<file path="src/rtl/comm_cmd_sched_if.sv">
// Link bundle between the command scheduler, its requesters and the UART command transmitter.
// The scheduler takes the slave view; the environment (requesters plus transmitter) takes the master view.
interface comm_cmd_sched_if #(
    parameter int NREQ = 4
);
    logic [NREQ-1:0]   req;
    logic [8*NREQ-1:0] cmd_in;
    logic [NREQ-1:0]   gnt;
    logic [NREQ-1:0]   done;
    logic [7:0]        command;
    logic              str;
    logic              ready_command;

    modport slave (
        input  req, cmd_in, ready_command,
        output gnt, done, command, str
    );

    modport master (
        output req, cmd_in, ready_command,
        input  gnt, done, command, str
    );
endinterface

</file>
<file path="src/rtl/comm_cmd_sched.sv">
// Round-robin scheduler sharing one command/str/ready_command link between NREQ requesters,
// with a fixed start strobe, an inter-command gap and a watchdog on link acceptance/completion.
module comm_cmd_sched #(
    parameter int NREQ       = 4,
    parameter int STR_CYCLES = 5,
    parameter int GAP_CYCLES = 16,
    parameter int TIMEOUT    = 131072
) (
    input  logic            clk,
    input  logic            rst,
    comm_cmd_sched_if.slave bus,
    output logic            busy,
    output logic            timeout_err,
    input  logic            clr_err
);
    localparam int PW = $clog2(NREQ);
    localparam int SW = $clog2(STR_CYCLES + 1);
    localparam int GW = $clog2(GAP_CYCLES + 1);
    localparam int TW = (TIMEOUT > 2) ? $clog2(TIMEOUT) : 1;

    localparam logic [SW-1:0] STR_LAST = SW'(STR_CYCLES);
    localparam logic [GW-1:0] GAP_LAST = GW'(GAP_CYCLES - 1);
    localparam logic [TW-1:0] TO_LAST  = TW'(TIMEOUT - 1);
    localparam logic [PW-1:0] PTR_INIT = PW'(NREQ - 1);

    typedef enum logic [2:0] {IDLE, STROBE, WAIT_ACK, WAIT_DONE, GAP} state_t;

    state_t          state_q, state_d;
    logic [PW-1:0]   ptr_q, ptr_d;
    logic [PW-1:0]   owner_q, owner_d;
    logic [7:0]      command_q, command_d;
    logic [NREQ-1:0] gnt_q, gnt_d;
    logic [NREQ-1:0] done_q, done_d;
    logic            str_q, str_d;
    logic            err_q, err_d;
    logic [SW-1:0]   str_cnt_q, str_cnt_d;
    logic [GW-1:0]   gap_cnt_q, gap_cnt_d;
    logic [TW-1:0]   to_cnt_q, to_cnt_d;

    logic            hi_valid, win_valid;
    logic [PW-1:0]   hi_idx, lo_idx, win_idx;
    logic [7:0]      win_cmd;

    // Lowest requester above the pointer wins; if none, wrap to the lowest requester overall.
    always_comb begin
        hi_valid  = 1'b0;
        win_valid = 1'b0;
        hi_idx    = '0;
        lo_idx    = '0;
        for (int i = NREQ - 1; i >= 0; i--) begin
            if (bus.req[i] && (PW'(i) > ptr_q)) begin
                hi_valid = 1'b1;
                hi_idx   = PW'(i);
            end
            if (bus.req[i]) begin
                win_valid = 1'b1;
                lo_idx    = PW'(i);
            end
        end
        win_idx = hi_valid ? hi_idx : lo_idx;
    end

    always_comb begin
        win_cmd = 8'd0;
        for (int i = 0; i < NREQ; i++) begin
            if (win_idx == PW'(i)) win_cmd = bus.cmd_in[8*i +: 8];
        end
    end

    // NOTE: every output of this block gets a default before the case; a path that skips
    // an assignment would otherwise make synthesis infer a latch to hold the old value.
    always_comb begin
        state_d   = state_q;
        ptr_d     = ptr_q;
        owner_d   = owner_q;
        command_d = command_q;
        gnt_d     = '0;
        done_d    = '0;
        str_d     = 1'b0;
        str_cnt_d = str_cnt_q;
        gap_cnt_d = gap_cnt_q;
        to_cnt_d  = to_cnt_q;
        err_d     = err_q && !clr_err;

        case (state_q)
            IDLE: begin
                if (bus.ready_command && win_valid) begin
                    owner_d        = win_idx;
                    ptr_d          = win_idx;
                    command_d      = win_cmd;
                    gnt_d[win_idx] = 1'b1;
                    str_cnt_d      = '0;
                    state_d        = STROBE;
                end
            end
            STROBE: begin
                if (str_cnt_q == STR_LAST) begin
                    to_cnt_d = '0;
                    state_d  = WAIT_ACK;
                end else begin
                    str_d     = 1'b1;
                    str_cnt_d = str_cnt_q + 1'b1;
                end
            end
            WAIT_ACK: begin
                if (!bus.ready_command) begin
                    state_d = WAIT_DONE;
                    if (to_cnt_q != TO_LAST) to_cnt_d = to_cnt_q + 1'b1;
                end else if (to_cnt_q == TO_LAST) begin
                    err_d     = 1'b1;
                    gap_cnt_d = '0;
                    state_d   = GAP;
                end else begin
                    to_cnt_d = to_cnt_q + 1'b1;
                end
            end
            WAIT_DONE: begin
                if (bus.ready_command) begin
                    done_d[owner_q] = 1'b1;
                    gap_cnt_d       = '0;
                    state_d         = GAP;
                end else if (to_cnt_q == TO_LAST) begin
                    err_d     = 1'b1;
                    gap_cnt_d = '0;
                    state_d   = GAP;
                end else begin
                    to_cnt_d = to_cnt_q + 1'b1;
                end
            end
            GAP: begin
                if (gap_cnt_q == GAP_LAST) state_d = IDLE;
                else gap_cnt_d = gap_cnt_q + 1'b1;
            end
            default: state_d = IDLE;
        endcase
    end

    // NOTE: state is updated with non-blocking assignments so every register samples the
    // pre-edge values, independent of statement order within the block.
    always_ff @(posedge clk) begin
        if (!rst) begin
            state_q   <= IDLE;
            ptr_q     <= PTR_INIT;
            owner_q   <= '0;
            command_q <= 8'd0;
            gnt_q     <= '0;
            done_q    <= '0;
            str_q     <= 1'b0;
            err_q     <= 1'b0;
            str_cnt_q <= '0;
            gap_cnt_q <= '0;
            to_cnt_q  <= '0;
        end else begin
            state_q   <= state_d;
            ptr_q     <= ptr_d;
            owner_q   <= owner_d;
            command_q <= command_d;
            gnt_q     <= gnt_d;
            done_q    <= done_d;
            str_q     <= str_d;
            err_q     <= err_d;
            str_cnt_q <= str_cnt_d;
            gap_cnt_q <= gap_cnt_d;
            to_cnt_q  <= to_cnt_d;
        end
    end

    assign bus.gnt     = gnt_q;
    assign bus.done    = done_q;
    assign bus.str     = str_q;
    assign bus.command = command_q;
    assign busy        = (state_q != IDLE);
    assign timeout_err = err_q;
endmodule

</file>
<file path="src/flat_wrapper.sv">
// flat-port wrapper written by rule: the top's interface ports become plain ports
module comm_cmd_sched_flat 
#(
    parameter int NREQ       = 4,
    parameter int STR_CYCLES = 5,
    parameter int GAP_CYCLES = 16,
    parameter int TIMEOUT    = 131072
)
  (clk, rst, busy, timeout_err, clr_err, bus_req, bus_cmd_in, bus_ready_command, bus_gnt, bus_done, bus_command, bus_str);
  comm_cmd_sched_if #(.NREQ(NREQ)) bus_i ();
  input  logic clk;
  input  logic rst;
  output logic busy;
  output logic timeout_err;
  input  logic clr_err;
  input wire logic [$bits(bus_i.req)-1:0] bus_req;
  input wire logic [$bits(bus_i.cmd_in)-1:0] bus_cmd_in;
  input wire logic [$bits(bus_i.ready_command)-1:0] bus_ready_command;
  output wire logic [$bits(bus_i.gnt)-1:0] bus_gnt;
  output wire logic [$bits(bus_i.done)-1:0] bus_done;
  output wire logic [$bits(bus_i.command)-1:0] bus_command;
  output wire logic [$bits(bus_i.str)-1:0] bus_str;
  assign bus_i.req = bus_req;
  assign bus_i.cmd_in = bus_cmd_in;
  assign bus_i.ready_command = bus_ready_command;
  assign bus_gnt = bus_i.gnt;
  assign bus_done = bus_i.done;
  assign bus_command = bus_i.command;
  assign bus_str = bus_i.str;
  comm_cmd_sched #(.NREQ(NREQ), .STR_CYCLES(STR_CYCLES), .GAP_CYCLES(GAP_CYCLES), .TIMEOUT(TIMEOUT)) u_core (.clk(clk), .rst(rst), .bus(bus_i), .busy(busy), .timeout_err(timeout_err), .clr_err(clr_err));
endmodule
</file>
<file path="config.mk">
export PLATFORM = sky130hd
export DESIGN_NAME = comm_cmd_sched_flat
export DESIGN_NICKNAME = d
export VERILOG_FILES = /design/src/rtl/comm_cmd_sched_if.sv /design/src/rtl/comm_cmd_sched.sv /design/src/flat_wrapper.sv
export SDC_FILE = /design/constraint.sdc
export NUM_CORES = 1
export LEC_CHECK = 0
export BUFFER_PORTS_ARGS = -buffer_cell sky130_fd_sc_hd__buf_4
export CAP_MARGIN = 20
export CORE_MARGIN = 2
export CORE_UTILIZATION = 25
export DETAILED_ROUTE_END_ITERATION = 10
export GPL_ROUTABILITY_DRIVEN = 0
export PLACE_DENSITY = 0.45
export SLEW_MARGIN = 20
export SYNTH_ARGS = -nofsm -noshare
export SYNTH_HDL_FRONTEND = slang
export SYNTH_SLANG_ARGS = --single-unit
</file>
<file path="constraint.sdc">
create_clock -name clk -period 2.84 [get_ports clk]
set_input_delay 0.71 -clock clk [delete_from_list [all_inputs] [get_ports clk]]
set_output_delay 0.71 -clock clk [all_outputs]
set_load 0.01 [all_outputs]
</file>
==> results of run 1 <==
[critical path: stages, from the launching register on]
cell,delay (ns)
dfxtp_1,0.41
and4_1,0.25
nand3_1,0.15
nor3_2,0.27
and2_1,0.22
ha_1,0.28
nor2_1,0.11
mux2i_1,0.29
o22ai_4,0.20
a41oi_1,0.25
a311oi_1,0.07
[placed cells by master (no fill, tap or decap), drive strengths merged, types with 7 or more instances in the layout]
master and n:
nor2 40, o41ai 7, dfxtp 50, inv 10, nand3 17, o21ai 14
nor3b 9, nor3 12, o221ai 7, a21oi 26, and3 8, ha 8
nand2 25, buf 69
[metrics by stage]
step	util (%)	cells	setup slack (ns)	power [mW]	hold WS (ns)
after floorplan	-	319	0.480	1.35	0.431
after global placement	31.6	508	0.194	1.60	0.455
after detailed placement	31.6	508	0.128	1.60	0.464
after CTS	32.7	516	0.124	2.12	0.481
after global routing	32.8	516	0.00752	2.25	0.498
final	32.8	516	0.203	2.10	0.478
[state kept, by name, indices dropped and copies added, names as in the netlist]
signal,count
u_core.bus.str,1
u_core.to_cnt_q,17
u_core.timeout_err,1
u_core.bus.command,8
u_core.owner_q,2
u_core.bus.done,4
u_core.gap_cnt_q,5
u_core.bus.gnt,4
u_core.state_q,3
u_core.str_cnt_q,3
u_core.ptr_q,2
[routing by layer]
layer / GRT usage [%] / wire length (um) / vias up
met1: 19.1 / 3980 / 1175
met3: 2.48 / 203 / 2
met4: 4.30 / 48 / 0
met2: 19.7 / 3370 / 46
li1: - / - / 1300
met5: 0 / 0 / -
[area by class of cell]
type,count,area (um2),area share [%]
multi-input cells,243,1580,46.2
clock inverters,2,37.5,1.10
inverters,10,37.5,1.10
well taps,136,170,4.98
repair buffers,69,518,15.2
clock buffers,6,72.6,2.12
flip-flops and latches,50,1000,29.3
[logic make-up (layout without fill, tap and decap cells)]
| kind of cell | Yosys count | in the layout | synth area share (%) |
|---|---|---|---|
| AND/OR/NAND/NOR | 138 | 138 | 26.1 |
| flip-flops | 50 | 50 | 37.1 |
| buffers and inverters | 26 | 87 | 4.87 |
| multiplexers | 3 | 3 | 1.16 |
| AO/OA/AOI/OAI | 92 | 92 | 26.4 |
| XOR/XNOR | 2 | 2 | 0.649 |
| adder cells (fa/ha/maj) | 8 | 8 | 3.71 |
[power breakdown]
part | internal [mW] | leakage (nW) | total [mW] | switching, mW
logic | 0.314 | 0.900 | 0.723 | 0.409
clock network | 0.263 | 0.0514 | 0.512 | 0.249
registers | 0.775 | 0.406 | 0.865 | 0.0896
[timing repair]
item	CTS	global route
hold endpoints to repair	0	0
resized for setup	0	2
setup endpoints to repair	0	11
[worst min-delay path by stage]
stage | from | end | slack [ns] | cells after the start
2_1_floorplan | u_core.owner_q[0]$_SDFFE_PN0P_ | u_core.bus.done[2]$_SDFF_PN0_ | 0.43 | 1
4_1_cts | u_core.bus.command[3]$_SDFFE_PN0P_ | u_core.bus.command[3]$_SDFFE_PN0P_ | 0.48 | 2
5_1_grt | u_core.bus.command[3]$_SDFFE_PN0P_ | u_core.bus.command[3]$_SDFFE_PN0P_ | 0.50 | 2
3_3_place_gp | u_core.bus.command[3]$_SDFFE_PN0P_ | u_core.bus.command[3]$_SDFFE_PN0P_ | 0.45 | 2
6_report | u_core.bus.command[3]$_SDFFE_PN0P_ | u_core.bus.command[3]$_SDFFE_PN0P_ | 0.48 | 2
3_5_place_dp | u_core.bus.command[3]$_SDFFE_PN0P_ | u_core.bus.command[3]$_SDFFE_PN0P_ | 0.46 | 2
==> impl_metrics.py, run 1 <==
metrics = {
    "synthesis": {
        "async_flop_share_pct": 0,
        "seq_area_frac_synth_pct": 37.1,
        "ys.warnings.count": 0,
        "synth_area_leaders": "dfxtp_1 (37%), nor2_1 (5.3%), a21oi_1 (4.8%)",
        "synth_cells": 319,
        "synth_cell_types": 58,
        "synth_common_cells": "dfxtp_1 (50), nor2_1 (38), a21oi_1 (26)",
        "synth.avg_cell_area_um2": 8.46,
        "dominantRegCellSynth": "dfxtp_1",
        "synth_top_area_share_pct": 37.1,
        "synth_edf_count": 0,
        "synth_seq_cells": 50,
        "yosysTopAreaCell": "dfxtp_1",
        "synth_fp_nets": 367,
        "synth_area_um2": 2700,
        "synth_most_common_cell": "dfxtp_1",
    },
    "run": {
        "drv_cap": 0,
    },
    "finish": {
        "final_cell_area_um2": 3420,
        "n_fill_cell": 1115,
        "syn_to_final_growth_pct": 26.6,
        "drive_gt1_share_pct": 25.0,
        "antenna_cells": 0,
        "finalNetCount": 427,
    },
    "clocking": {
        "h-tree-depth": 2,
        "cts_buffer_depth": 2,
        "clk_latency_ns": 0.31,
        "hold_buffers": 0,
        "root_buffer": "clkbuf_8",
        "cts_tree": "built",
        "clkSlewWorstSetupHoldPaths_ns": 0.11,
        "post_cts_buffers": 0,
        "cts_inserted_buffers": 5,
        "cts_sinks": 50,
    },
    "drt": {
        "remaining_drc_errors": 0,
        "routed_via_density": 4.89,
        "firstDrtPassIters": 4,
        "wl_mm": 7.60,
        "ant_nets": 0,
        "drtIter0Drc": 128,
        "vias": 2523,
        "routedWlPerCell_um": 14.7,
    },
    "grt": {
        "grt_pass1_wl_mm": 12.1,
        "grt.total_usage_pct": 13.2,
        "grt_start_max_net_pins": 19,
        "antenna_found_initial": 0,
        "overflow": 0,
        "grt_pass1_vias": 2346,
    },
    "timing": {
        "fin_crit_ns": 2.64,
        "finalHoldViolCount": 0,
        "period_share_pct": 92.8,
        "tightest_slew_ns": 0.810,
        "max_clock_freq_ghz": 0.379,
        "fin_worst_skew_ns": 0.0148,
        "setup_tns_ns": 0,
        "relSlewSlack_pct": 45.7,
        "rsz0062_at_grt": "no",
        "maxSlewViolCount": 0,
        "setup-violations-final": 0,
    },
    "setup_path": {
        "path_max_fanout": 13,
        "start_kind": "register",
        "timing.rr.start": "u_core.to_cnt_q[8]$_SDFFE_PN0P_",
        "crit_path_end": "u_core.to_cnt_q[15]$_SDFFE_PN0P_",
        "end_kind": "register",
        "cp.required_ns": 3.01,
        "ff2ff_setup_slack_ns": 0.20,
        "rr_worst_depth": 10,
        "r2r_end": "u_core.to_cnt_q[15]$_SDFFE_PN0P_",
        "crit_arrival_ns": 2.81,
        "cp-startpoint": "u_core.to_cnt_q[8]$_SDFFE_PN0P_",
        "crit_type": "register to register",
    },
    "floorplan": {
        "initial_core_util_pct": 25.9,
        "ioPinCount": 59,
        "row_count": 37,
        "core_um2": 10400,
        "die_w_um": 108,
        "dieHeight_um": 108,
        "die-area_um2": 11600,
    },
    "placement": {
        "placed_cell_area_um2": 3290,
        "hpwl_mm": 5.45,
        "io_buffers": 58,
    },
    "run_status": {
        "status": "completed",
    },
    "power": {
        "leakage_nw": 1.36,
        "vdd_drop_max_mv": 0.253,
        "p_per_area_nw_per_um2": 615,
    },
    "worst_hold_path": {
        "hold_class": "register to register",
    },
}
No activity file was read; power rests on OpenSTA's default activity.
==> run 2, diff against run 1 <==
--- a/config.mk
+++ b/config.mk
@@ -12,6 +12,7 @@
 export DETAILED_ROUTE_END_ITERATION = 10
 export GPL_ROUTABILITY_DRIVEN = 0
 export PLACE_DENSITY = 0.45
+export REMOVE_ABC_BUFFERS = 1
 export SLEW_MARGIN = 20
 export SYNTH_ARGS = -nofsm -noshare
 export SYNTH_HDL_FRONTEND = slang
==> impl_metrics.py, run 2 (synthesis results as in run 1) <==
metrics = {
    "clocking": {
        "cts_resized": 0,
        "cts_tree": "built",
        "clk_latency_ns": 0.30,
        "post_cts_buffers": 0,
        "clkSlewWorstSetupHoldPaths_ns": 0.09,
        "cts_buffer_depth": 2,
        "cts_sinks": 50,
        "hold_buffers": 0,
        "root_buffer": "clkbuf_8",
        "h-tree-depth": 2,
        "cts_inserted_buffers": 5,
    },
    "floorplan": {
        "ioPinCount": 59,
        "core_um2": 10400,
        "die-area_um2": 11600,
        "die_w_um": 108,
        "row_count": 37,
        "dieHeight_um": 108,
        "initial_core_util_pct": 25.9,
    },
    "finish": {
        "final_cell_area_um2": 3380,
        "drive_gt1_share_pct": 25.0,
        "antenna_cells": 0,
        "finalNetCount": 425,
        "n_fill_cell": 1114,
        "largest_register": "u_core.to_cnt_q",
        "largest_reg_flops": 17,
        "layout_commonest_cell": "buf_4",
        "most-common-layout-cells": "buf_4 (67), dfxtp_1 (50), nor2_1 (38), a21oi_1 (26), nand2_1 (25)",
        "syn_to_final_growth_pct": 25.2,
        "fin_util_pct": 32.5,
    },
    "grt": {
        "grt.total_usage_pct": 13.1,
        "overflow": 0,
        "grt_start_max_net_pins": 20,
        "antenna_found_initial": 0,
        "grt_pass1_wl_mm": 12.2,
        "grt_pass1_vias": 2441,
    },
    "worst_hold_path": {
        "hold_start": "u_core.owner_q[0]$_SDFFE_PN0P_",
        "hold_class": "register to register",
    },
    "run_status": {
        "status": "completed",
    },
    "placement": {
        "hpwl_mm": 5.41,
        "placed_cell_area_um2": 3280,
        "io_buffers": 58,
    },
    "setup_path": {
        "max_stage_delay_ns": 0.41,
        "start_kind": "register",
        "cp-startpoint": "u_core.to_cnt_q[8]$_SDFFE_PN0P_",
        "crit_arrival_ns": 2.71,
        "crit_chain": "and4_1, nand3_1, nor3_2, and2_1, ha_2, a21boi_1, o22ai_4, a41oi_1, a311oi_1",
        "cp.required_ns": 3.01,
        "crit_type": "register to register",
        "end_kind": "register",
        "timing.rr.start": "u_core.to_cnt_q[8]$_SDFFE_PN0P_",
        "cpMaxStageDelayCell": "dfxtp_1",
        "path_max_fanout": 13,
    },
    "timing": {
        "relSlewSlack_pct": 47.2,
        "period_share_pct": 89.6,
        "maxSlewViolCount": 0,
        "setup_tns_ns": 0,
        "setup-violations-final": 0,
        "rsz0062_at_grt": "no",
        "fin_crit_ns": 2.54,
        "tightest_slew_ns": 0.789,
        "max_clock_freq_ghz": 0.393,
        "finalHoldViolCount": 0,
        "fin_worst_skew_ns": 0.00492,
    },
    "drt": {
        "remaining_drc_errors": 0,
        "met1_length_mm": 3.48,
        "vias": 2522,
        "routed-wl-met2_mm": 3.47,
        "wl_mm": 7.28,
        "ant_nets": 0,
        "routed_via_density": 4.93,
        "routedWlPerCell_um": 14.2,
        "firstDrtPassIters": 4,
        "drtIter0Drc": 127,
        "dr_wl_met3_um": 175,
        "highest-signal-layer": "met4",
    },
    "power": {
        "combPwrFrac_pct": 35.4,
        "pwr-share-clk_pct": 21.1,
        "leakage_nw": 1.34,
        "p_switching_mw": 0.727,
        "vdd_drop_max_mv": 0.242,
        "p_sw_share_pct": 36.4,
        "p_per_area_nw_per_um2": 591,
        "seq_power_share_pct": 43.5,
        "intPower_mw": 1.27,
    },
    "run": {
        "drv_cap": 0,
    },
}
-- run 2: layer usage --
layer	vias up	track usage, %
met5	-	0
met4	0	4.85
met3	12	2.18
met2	38	21.7
met1	1179	17.1
li1	1293	-
-- run 2: critical path: cells and delay by family, from the launching register on --
kind	cells	cell delay (ns)
simple gates	4	0.88
flops	1	0.41
fa+ha+maj	1	0.25
compound gates	4	0.89
-- run 2: metrics by stage --
stage | std cells | worst slack (ns) | power (mW) | hold WS [ns]
final | 512 | 0.296 | 2.00 | 0.472
after global routing | 512 | 0.0473 | 2.14 | 0.508
after CTS | 512 | 0.136 | 2.02 | 0.479
after detailed placement | 506 | 0.153 | 1.59 | 0.463
after global placement | 506 | 0.246 | 1.59 | 0.454
after floorplan | 303 | 0.499 | 1.29 | 0.431
-- run 2: layout make-up --
| type | count | area [um2] | share of cell area [%] |
|---|---|---|---|
| multi-input combinational | 243 | 1590 | 46.9 |
| inverter | 10 | 37.5 | 1.11 |
| tap | 136 | 170 | 5.03 |
| timing repair buffer | 67 | 503 | 14.9 |
| sequential | 50 | 1000 | 29.6 |
| clock buffer | 6 | 82.6 | 2.44 |
-- run 2: power by group through the flow --
stage          Combinational [mW]  Sequential [mW]  Clock, mW
2_1_floorplan               0.408            0.880          0
3_3_place_gp                0.712            0.882          0
3_5_place_dp                0.704            0.882          0
4_1_cts                     0.706            0.866      0.448
5_1_grt                     0.779            0.883      0.476
6_report                    0.707            0.870      0.422
-- run 2: worst paths after layout --
path                                            to  slack (ns)  cells after the start
setup / recovery  u_core.to_cnt_q[15]$_SDFFE_PN0P_        0.30                      9
hold / removal       u_core.bus.done[1]$_SDFF_PN0_        0.47                      2
setup reg to reg  u_core.to_cnt_q[15]$_SDFFE_PN0P_        0.30                      9
hold reg to reg      u_core.bus.done[1]$_SDFF_PN0_        0.47                      2
